**src/rtl/strash_pkg.sv**
```systemverilog
`default_nettype none
// ============================================================================
// Module   : strash_pkg
// Purpose  : Shared types and helpers for the structural-hash lookup unit:
//            FSM state encoding, hash-table entry layout, hash multiplier and
//            the trivial-AND simplification function.
// Revision : 1.0 - initial release
// ============================================================================
package strash_pkg;

    // Widest literal the entry layout can hold; LIT_W of the unit must not exceed it.
    localparam int          C_LIT_W_MAX = 16;
    localparam logic [31:0] C_HASH_MULT = 32'h9E3779B1;

    typedef enum logic [2:0] {
        ST_IDLE   = 3'd0,
        ST_HASH   = 3'd1,
        ST_PROBE  = 3'd2,
        ST_INSERT = 3'd3,
        ST_RESP   = 3'd4
    } state_t;

    typedef struct packed {
        logic                   valid;
        logic [C_LIT_W_MAX-1:0] l0;
        logic [C_LIT_W_MAX-1:0] l1;
        logic [C_LIT_W_MAX-1:0] id;
    } entry_t;

    // Returns {is_trivial, lit} for a canonical pair (l0 <= l1). Order of
    // tests matters: x&x and x&~x must be caught before the constant checks.
    function automatic logic [C_LIT_W_MAX:0] strash_trivial(
        input logic [C_LIT_W_MAX-1:0] l0,
        input logic [C_LIT_W_MAX-1:0] l1
    );
        logic [C_LIT_W_MAX:0] r;
        r = '0;
        if (l0 == l1)
            r = {1'b1, l0};
        else if (l0 == (l1 ^ C_LIT_W_MAX'(1)))
            r = {1'b1, {C_LIT_W_MAX{1'b0}}};
        else if (l0 == '0)
            r = {1'b1, {C_LIT_W_MAX{1'b0}}};
        else if (l0 == C_LIT_W_MAX'(1))
            r = {1'b1, l1};
        return r;
    endfunction

endpackage
`default_nettype wire

```
**src/rtl/strash_hash.sv**
```systemverilog
`default_nettype none
// ============================================================================
// Module   : strash_hash
// Purpose  : Combinational hash of a canonical fanin pair into a table index:
//            idx = (l0 * C_HASH_MULT ^ l1) truncated to DEPTH_LOG2 bits.
// Ports    : l0, l1  - canonical fanin literals (LIT_W)
//            idx     - home slot in the hash table (DEPTH_LOG2)
// Revision : 1.0 - initial release
// ============================================================================
module strash_hash
    import strash_pkg::*;
#(
    parameter int LIT_W      = 16,
    parameter int DEPTH_LOG2 = 6
) (
    input  logic [LIT_W-1:0]      l0,
    input  logic [LIT_W-1:0]      l1,
    output logic [DEPTH_LOG2-1:0] idx
);

    logic [31:0] w_prod;

    assign w_prod = 32'(l0) * C_HASH_MULT;
    assign idx    = DEPTH_LOG2'(w_prod ^ 32'(l1));

endmodule
`default_nettype wire

```
**src/rtl/strash_lookup_unit.sv**
```systemverilog
`default_nettype none
// ============================================================================
// Module   : strash_lookup_unit
// Purpose  : Structural-hash engine for AIG construction. Accepts an AND
//            request (two fanin literals), returns the literal of an existing
//            equivalent node or allocates a new node ID. Linear-probing hash
//            table, one probe per cycle.
// Ports    : clk, rst (sync, active-high), clear (sync flush)
//            req_valid/req_ready, req_lit0, req_lit1   - request side
//            rsp_valid/rsp_ready, rsp_lit, rsp_hit,
//            rsp_new, rsp_full                          - response side
//            stat_hits, stat_new, stat_probes           - only with
//                                                         STRASH_STATS_EN
// Config   : define STRASH_STATS_EN to add saturating 32-bit statistics.
// Revision : 1.0 - initial release
// ============================================================================
module strash_lookup_unit
    import strash_pkg::*;
#(
    parameter int LIT_W      = 16,
    parameter int DEPTH_LOG2 = 6,
    parameter int NUM_PI     = 3
) (
    input  logic             clk,
    input  logic             rst,
    input  logic             clear,
    input  logic             req_valid,
    output logic             req_ready,
    input  logic [LIT_W-1:0] req_lit0,
    input  logic [LIT_W-1:0] req_lit1,
    output logic             rsp_valid,
    input  logic             rsp_ready,
    output logic [LIT_W-1:0] rsp_lit,
    output logic             rsp_hit,
    output logic             rsp_new,
    output logic             rsp_full
`ifdef STRASH_STATS_EN
    ,
    output logic [31:0]      stat_hits,
    output logic [31:0]      stat_new,
    output logic [31:0]      stat_probes
`endif
);

    localparam int                c_entries    = 1 << DEPTH_LOG2;
    localparam logic [DEPTH_LOG2:0] c_probe_last = (DEPTH_LOG2+1)'(c_entries - 1);
    localparam logic [LIT_W-1:0]  c_max_id     = LIT_W'((1 << (LIT_W-1)) - 1);
    localparam logic [LIT_W-1:0]  c_first_id   = LIT_W'(NUM_PI + 1);

    state_t                r_state;
    logic [LIT_W-1:0]      r_l0;
    logic [LIT_W-1:0]      r_l1;
    logic [LIT_W-1:0]      r_next_id;
    logic [DEPTH_LOG2-1:0] r_idx;
    logic [DEPTH_LOG2:0]   r_probes;
    logic [c_entries-1:0]  r_valid;
    entry_t                r_table [c_entries];

    logic                  r_rsp_valid;
    logic [LIT_W-1:0]      r_rsp_lit;
    logic                  r_rsp_hit;
    logic                  r_rsp_new;
    logic                  r_rsp_full;

    logic [LIT_W-1:0]       w_a;
    logic [LIT_W-1:0]       w_b;
    logic [C_LIT_W_MAX:0]   w_triv;
    logic [DEPTH_LOG2-1:0]  w_hash_idx;
    entry_t                 w_entry;
    logic                   w_slot_valid;
    logic                   w_key_match;
    logic                   w_id_ok;
    logic                   w_do_write;

    // Canonical order makes (a,b) and (b,a) share one table entry.
    assign w_a    = (req_lit0 < req_lit1) ? req_lit0 : req_lit1;
    assign w_b    = (req_lit0 < req_lit1) ? req_lit1 : req_lit0;
    assign w_triv = strash_trivial(C_LIT_W_MAX'(w_a), C_LIT_W_MAX'(w_b));

    strash_hash #(
        .LIT_W      (LIT_W),
        .DEPTH_LOG2 (DEPTH_LOG2)
    ) u_hash (
        .l0  (r_l0),
        .l1  (r_l1),
        .idx (w_hash_idx)
    );

    // Slot validity lives in r_valid so that clear can flush it in one cycle;
    // the entry payload itself is never reset.
    assign w_entry      = r_table[r_idx];
    assign w_slot_valid = r_valid[r_idx] && w_entry.valid;
    assign w_key_match  = (w_entry.l0 == C_LIT_W_MAX'(r_l0)) &&
                          (w_entry.l1 == C_LIT_W_MAX'(r_l1));
    assign w_id_ok      = (r_next_id <= c_max_id);
    assign w_do_write   = (r_state == ST_INSERT) && w_id_ok && !rst && !clear;

    assign req_ready = (r_state == ST_IDLE);
    assign rsp_valid = r_rsp_valid;
    assign rsp_lit   = r_rsp_lit;
    assign rsp_hit   = r_rsp_hit;
    assign rsp_new   = r_rsp_new;
    assign rsp_full  = r_rsp_full;

    always_ff @(posedge clk) begin
        if (w_do_write)
            r_table[r_idx] <= '{valid: 1'b1,
                                l0:    C_LIT_W_MAX'(r_l0),
                                l1:    C_LIT_W_MAX'(r_l1),
                                id:    C_LIT_W_MAX'(r_next_id)};
    end

    always_ff @(posedge clk) begin
        if (rst || clear) begin
            r_state     <= ST_IDLE;
            r_valid     <= '0;
            r_next_id   <= c_first_id;
            r_l0        <= '0;
            r_l1        <= '0;
            r_idx       <= '0;
            r_probes    <= '0;
            r_rsp_valid <= 1'b0;
            r_rsp_lit   <= '0;
            r_rsp_hit   <= 1'b0;
            r_rsp_new   <= 1'b0;
            r_rsp_full  <= 1'b0;
        end else begin
            case (r_state)
                ST_IDLE: begin
                    if (req_valid) begin
                        r_l0 <= w_a;
                        r_l1 <= w_b;
                        if (w_triv[C_LIT_W_MAX]) begin
                            r_state     <= ST_RESP;
                            r_rsp_valid <= 1'b1;
                            r_rsp_lit   <= w_triv[LIT_W-1:0];
                        end else begin
                            r_state <= ST_HASH;
                        end
                    end
                end
                ST_HASH: begin
                    r_idx    <= w_hash_idx;
                    r_probes <= '0;
                    r_state  <= ST_PROBE;
                end
                ST_PROBE: begin
                    if (w_slot_valid && w_key_match) begin
                        r_state     <= ST_RESP;
                        r_rsp_valid <= 1'b1;
                        r_rsp_lit   <= LIT_W'({w_entry.id, 1'b0});
                        r_rsp_hit   <= 1'b1;
                    end else if (!w_slot_valid) begin
                        r_state <= ST_INSERT;
                    end else if (r_probes == c_probe_last) begin
                        // Every slot visited and occupied by other keys.
                        r_state     <= ST_RESP;
                        r_rsp_valid <= 1'b1;
                        r_rsp_lit   <= '0;
                        r_rsp_full  <= 1'b1;
                    end else begin
                        r_idx    <= r_idx + 1'b1;
                        r_probes <= r_probes + 1'b1;
                    end
                end
                ST_INSERT: begin
                    r_state     <= ST_RESP;
                    r_rsp_valid <= 1'b1;
                    if (w_id_ok) begin
                        r_valid[r_idx] <= 1'b1;
                        r_rsp_lit      <= LIT_W'({r_next_id, 1'b0});
                        r_rsp_new      <= 1'b1;
                        r_next_id      <= r_next_id + 1'b1;
                    end else begin
                        r_rsp_lit  <= '0;
                        r_rsp_full <= 1'b1;
                    end
                end
                ST_RESP: begin
                    if (rsp_ready) begin
                        r_state     <= ST_IDLE;
                        r_rsp_valid <= 1'b0;
                        r_rsp_lit   <= '0;
                        r_rsp_hit   <= 1'b0;
                        r_rsp_new   <= 1'b0;
                        r_rsp_full  <= 1'b0;
                    end
                end
                default: r_state <= ST_IDLE;
            endcase
        end
    end

`ifdef STRASH_STATS_EN
    logic [31:0] r_stat_hits;
    logic [31:0] r_stat_new;
    logic [31:0] r_stat_probes;

    always_ff @(posedge clk) begin
        if (rst || clear) begin
            r_stat_hits   <= '0;
            r_stat_new    <= '0;
            r_stat_probes <= '0;
        end else begin
            if (r_rsp_valid && rsp_ready && r_rsp_hit && (r_stat_hits != '1))
                r_stat_hits <= r_stat_hits + 1'b1;
            if (r_rsp_valid && rsp_ready && r_rsp_new && (r_stat_new != '1))
                r_stat_new <= r_stat_new + 1'b1;
            if ((r_state == ST_PROBE) && (r_stat_probes != '1))
                r_stat_probes <= r_stat_probes + 1'b1;
        end
    end

    assign stat_hits   = r_stat_hits;
    assign stat_new    = r_stat_new;
    assign stat_probes = r_stat_probes;
`endif

endmodule
`default_nettype wire

```
**config.mk**
```make
export PLATFORM = sky130hd
export DESIGN_NAME = strash_lookup_unit
export DESIGN_NICKNAME = d
export VERILOG_FILES = /design/src/rtl/strash_pkg.sv /design/src/rtl/strash_hash.sv /design/src/rtl/strash_lookup_unit.sv
export SDC_FILE = /design/constraint.sdc
export NUM_CORES = 2
export LEC_CHECK = 0
export CAP_MARGIN = 20
export CORE_ASPECT_RATIO = 1.5
export CORE_MARGIN = 3
export CORE_UTILIZATION = 53
export DETAILED_ROUTE_END_ITERATION = 8
export PLACE_DENSITY = 0.78
export SYNTH_ARGS = -nofsm -noshare
export SYNTH_HDL_FRONTEND = slang
export SYNTH_HIERARCHICAL = 1
export SYNTH_SLANG_ARGS = --single-unit
```
**constraint.sdc**
```tcl
create_clock -name clk -period 8.84 [get_ports clk]
set_input_delay 0.884 -clock clk [delete_from_list [all_inputs] [get_ports clk]]
set_output_delay 0.884 -clock clk [all_outputs]
set_load 0.02 [all_outputs]
```
## Word-level counts from Yosys, hierarchy flattened

Memories as Yosys holds them, arrays and structs flattened. A register that Yosys moved wholly into a read port is not among the register bits.
Cells that the tools add are included.

| cells by class | value |
|---|---|
| add/sub/neg operators | 3 |
| $mul | 1 |
| magnitude comparators | 4 |
| equal/unequal tests | 23 |
| muxes and demuxes | 51 |
| bitwise gates (word level) | 3 |
| reductions and logical operators | 25 |

Operators with widths:

| operator | count |
|---|---|
| two-way mux 16 bit | 9 |
| two-way mux 17 bit | 4 |
| equality test 16 bit | 4 |
| OR 64 bit | 1 |
| case mux 16 bit (4 select lines) | 1 |
| multiplier 16 x 32 -> 6 bit (second input constant) | 1 |
| two-way mux 6 bit | 5 |
| two-way mux 7 bit | 3 |
| two-way mux 3 bit | 6 |
| inequality test 2 bit (second input constant) | 9 |
| adder 16 x 1 -> 16 bit (second input constant) | 1 |
| equality test 16 x 1 -> 1 bit (second input constant) | 1 |
| less-or-equal comparator 16 x 15 -> 1 bit (second input constant) | 1 |
| zero test 16 bit | 1 |
| less-than comparator 16 bit | 1 |
| case mux 3 bit (5 select lines) | 1 |
| two-way mux 1 bit | 14 |
| case mux 7 bit (2 select lines) | 1 |
| case mux 6 bit (2 select lines) | 1 |
| AND reduction 6 bit | 2 |
| AND reduction 3 bit | 3 |
| adder 7 x 1 -> 7 bit (second input constant) | 1 |
| equality test 7 x 6 -> 1 bit (second input constant) | 1 |
| less-than comparator 6 x 7 -> 1 bit (second input constant) | 1 |
| other kinds (25) | 37 |

| word-level totals | value |
|---|---|
| bits in registers | 148 |
| bits in writable memories | 3072 |
| input bits | 37 |
| output and inout bits | 21 |
| logic and storage cells | 123 |
| memories | 1 |

Memory list:

| memory | words | width | rd ports | clocked after Yosys merged registers in | write ports | line | source |
|---|---|---|---|---|---|---|---|
| r_table | 64 | 48 | 1 | 1 | 1 | strash_lookup_unit.sv:57 | `entry_t r_table [c_entries];` |

## Longest topological paths before layout

| logic depth | value |
|---|---|
| depth in word-level cells | 10 |
| gate-level depth with buffers | 20 |
| depth with buffers taken out | 13 |

## Modules after synthesis

Netlist, hierarchy kept.

Modules (own cells, without submodules):

| module | instances | cells each | area each (sq um) | sequential area each (sq um) |
|---|---|---|---|---|
| strash_lookup_unit | 1 | 6223 | 123514.7 | 93409.6 |
| strash_hash | 1 | 9 | 96.3 | 0.0 |

## Worst setup path after synthesis

No wires, ideal clock.

| timing | value |
|---|---|
| path type | in2reg |
| start | input port rst |
| end | memory r_table[6][0] (netlist bit), enable pin |
| library setup time | 0.573 ns |
| arrival time | 6.498 ns |
| data required time | 8.267 ns |
| slack | 1.769 ns |
| stages | 4 |
| path buffers | 0 |
| cell sequence | or2_2 nor4_1 nand3_1 nor4_1 |

| on the way | value |
|---|---|
| word-level cells in the longest chain between the ends | 5 |

Ends and longest elaborated chain:

| item | line | source |
|---|---|---|
| start, declared | strash_lookup_unit.sv:25 | `input logic rst,` |
| zero test 1 bit | strash_lookup_unit.sv:96 | `assign w_do_write = (r_state == ST_INSERT) && w_id_ok && !rst && !clear;` |
| logical AND 1 bit (2 in a row) | strash_lookup_unit.sv:96 |  |
| two-way mux 1 bit | strash_lookup_unit.sv:106 | `if (w_do_write)` |
| two-way mux 1 bit (implied by the code) | strash_lookup_unit.sv:107 | `r_table[r_idx] <= '{valid: 1'b1,` |
| end, declared | strash_lookup_unit.sv:57 |  |

Every way passes these cells.

==> run metrics <==
Mapped Cells 6232; via/cell ratio 7.04; end of the worst register-to-register path r_idx[2]; # setup viols final 0; status completed; first-pass GRT wire length 518 mm; Hold Path Class reg -> reg; post-synthesis cell type count 85; worst skew pair latency 880 ps; CP Capture Point r_idx[2]; H-tree depth 5; Tmin final 6800 ps; clock sink count 3162; Logic pwr share 0.024; Post-Place Cell Area 129000 um2; Synth async-reset ratio 0; worst-margin pin slew 1240 ps; crit path DAT 7420 ps; GR Overflow Total 0; Yosys reg bits 3162; final wirelength 371 mm; Iteration-0 DRC Markers 10817; Initial Utilization 0.534; MaxCap Viol Count 0; EDFF count, synth 3008; reg2reg setup slack 2040 ps; Core Area 231000 um2; post-route cell area 137000 um2; largest net degree at the start of global routing 129; IO Count 58; CP required 9470 ps; Root Buffer clkbuf_16; Synth Cell Area 124000 um2; Final nets 6497; Post-CTS Resized 0; RSZ-0062 raised after global routing false; VDD IR-drop max 0.265 mV; count of input and output buffers 57; period utilization 0.769; setup_tns 0 ps; FMAX 147 MHz; drt drc 0; YS warnings 6; Clock Path Buffers 4; Worst slew margin 0.173; initial antenna violation count 4; Num CTS Buffers 270; pwr/cell area 210 nW/um2; fraction of layout cells with a size suffix above 1 0.204; CP max FO 106; critical path capture point type flop; antenna-violating nets left 0; type of origin of the critical path flop; all-layer global routing usage 0.307; hold buffers post-CTS 0; Post-Syn Nets 6289; part of the power in the clock network 0.410; r2r worst-path depth 12; Leakage 42.4 nW; sequential share of power 0.566; Worst-path clk slew 70 ps; via count 68298; vias in the first global route 68215; Die ar. 239000 um2; Mapped Avg Cell Area 19.8 um2; Area Overhead vs Synth 11.2%; Post-CTS Setup Bufs 0; CTS tree yes; sw power 0.00584 W; Die Y 597 um; predominant post-synthesis flop cell edfxtp_1; first-pass iteration count of the detailed router 8; Final Max Slew Viols 0; WS Path Type reg -> reg; Die X 400 um; sw frac 0.202; Std-Cell Rows 216; Hold Fails Final Rpt 0; routed len/inst 38.2 um; internal power consumption 0.0230 W; sequential fraction of the synthesis area 0.756; clk_skew 52.2 ps; placed wire-length estimate 195 mm; fillcell total 15828; routability congestion estimate 0.893
[power groups by stage]
stage	registers (W)	logic (W)	clock network, W
detailed placement	0.0167	0.000640	0
global placement	0.0167	0.000618	0
finish	0.0163	0.000691	0.0119
CTS	0.0163	0.000648	0.0119
floorplan	0.0167	0.000345	0
global route	0.0163	0.000716	0.0124
[cell usage in the layout, fill, tap and decap left out, types with 21 or more instances in the layout]
master | synthesis | routed
a21o_1 | 66 | 66
a21oi_1 | 95 | 95
a221oi_1 | 21 | 21
a22oi_1 | 233 | 233
a311oi_1 | 35 | 35
a31oi_1 | 29 | 29
and3_1 | 24 | 24
buf_12 | 0 | 33
buf_4 | 54 | 193
bufinv_16 | 0 | 21
clkbuf_1 | 130 | 52
clkbuf_16 | 0 | 280
clkdlybuf4s50_1 | 0 | 57
clkinv_1 | 0 | 45
clkinv_2 | 0 | 36
dfxtp_1 | 154 | 104
dfxtp_2 | 0 | 45
edfxtp_1 | 3008 | 3008
inv_1 | 31 | 28
mux2_2 | 33 | 33
mux2i_1 | 585 | 585
mux4_2 | 555 | 555
nand2_1 | 234 | 234
nand3_1 | 114 | 114
nand4_1 | 22 | 22
nor2_1 | 165 | 100
nor2_4 | 1 | 61
nor2b_1 | 32 | 27
nor3_1 | 30 | 24
o21ai_0 | 61 | 61
o31ai_1 | 25 | 24
xnor2_1 | 28 | 28
xor2_1 | 25 | 25
[synthesized netlist by cell type (9+ instances only)]
cell,n,area [um2]
a2111oi_0,9,78.8
a211oi_1,16,120
a21o_1,66,495
a21oi_1,95,475
a221oi_1,21,184
a22o_1,13,114
a22oi_1,233,1750
a311oi_1,35,307
a31oi_1,29,181
and2_1,11,68.8
and3_1,24,150
buf_1,23,86.3
buf_2,112,561
buf_4,54,405
buf_6,34,383
clkbuf_1,130,488
dfxtp_1,154,3080
edfxtp_1,3008,90300
ha_1,20,250
inv_1,31,116
mux2_2,33,372
mux2i_1,585,5860
mux4_2,555,12500
nand2_1,234,878
nand2b_1,13,81.3
nand3_1,114,571
nand4_1,22,138
nor2_1,165,619
nor2b_1,32,200
nor3_1,30,150
nor4_1,22,138
o211ai_1,16,120
o21a_1,17,128
o21ai_0,61,305
o22ai_1,20,125
o31ai_1,25,188
or3_1,15,93.8
xnor2_1,28,245
xor2_1,25,219
[flip-flops by register name, summed over array words and instances (netlist names), 3 cells and up, named ones only]
signal / flops
r_idx: 6
r_l0: 16
r_l1: 16
r_next_id: 16
r_probes: 7
r_state: 3
r_table: 3008
r_valid: 64
rsp_lit: 16
[through the flow]
| stage | hold WS (ps) | total power (W) | util | instances | setup slack, ps |
|---|---|---|---|---|---|
| after floorplan | 418 | 0.0171 | - | 6232 | 1770 |
| after global placement | 428 | 0.0173 | 0.556 | 9198 | 2080 |
| after detailed placement | 434 | 0.0173 | 0.556 | 9208 | 2410 |
| after CTS | 449 | 0.0289 | 0.593 | 9678 | 2380 |
| after global routing | 458 | 0.0294 | 0.594 | 9691 | 2080 |
| final | 449 | 0.0289 | 0.594 | 9696 | 2040 |
[area by class of cell]
type                    instances  area [um2]  share of cell area
flip-flops and latches       3162       93500               0.680
multi-input cells            2685       28700               0.209
clock buffers                 341        7330              0.0533
well taps                    3052        3820              0.0278
repair buffers                290        2800              0.0203
clock inverters               129        1230             0.00895
inverters                      31         119            0.000865
diodes                          6        15.0            0.000109
[cell families after synthesis]
group	after synthesis	synth area share
AND/OR/NAND/NOR	712	0.0269
XOR/XNOR	54	0.00394
flip-flops	3162	0.756
AO/OA/AOI/OAI	719	0.0419
buffers and inverters	385	0.0166
multiplexers	1180	0.153
adder cells (fa/ha/maj)	20	0.00202
[critical path, stage by stage, from the launching register on]
cell and delay (ps):
dfxtp_4 840, buf_12 600, nand2b_1 250, a211oi_1 430
a211oi_1 130, a221o_1 340, a2111oi_1 720, xnor2_1 350
nor4_1 1060, and3_2 470, nand4_1 460, nand2_1 440
o31ai_1 280
[per-layer routing]
metal  share of wire  GRT usage  up-vias
met2            0.48      0.495     5957
met3            0.12     0.0675     1617
li1                -          -    26070
met1            0.31      0.361    34652
met4           0.094      0.237        2
met5        0.000035          0        -
[how the worst min path moves through the flow]
| stage | start | to | slack (ps) | cells after the start |
|---|---|---|---|---|
| after global routing | r_valid[21] | r_valid[21] | 460 | 1 |
| after detailed placement | r_valid[7] | r_valid[7] | 430 | 1 |
| after global placement | r_valid[23] | r_valid[23] | 430 | 1 |
| final | r_valid[12] | r_valid[12] | 450 | 1 |
| after floorplan | r_valid[30] | r_valid[30] | 420 | 1 |
| after CTS | r_valid[61] | r_valid[61] | 450 | 1 |
(Power assumes the default switching activity.)
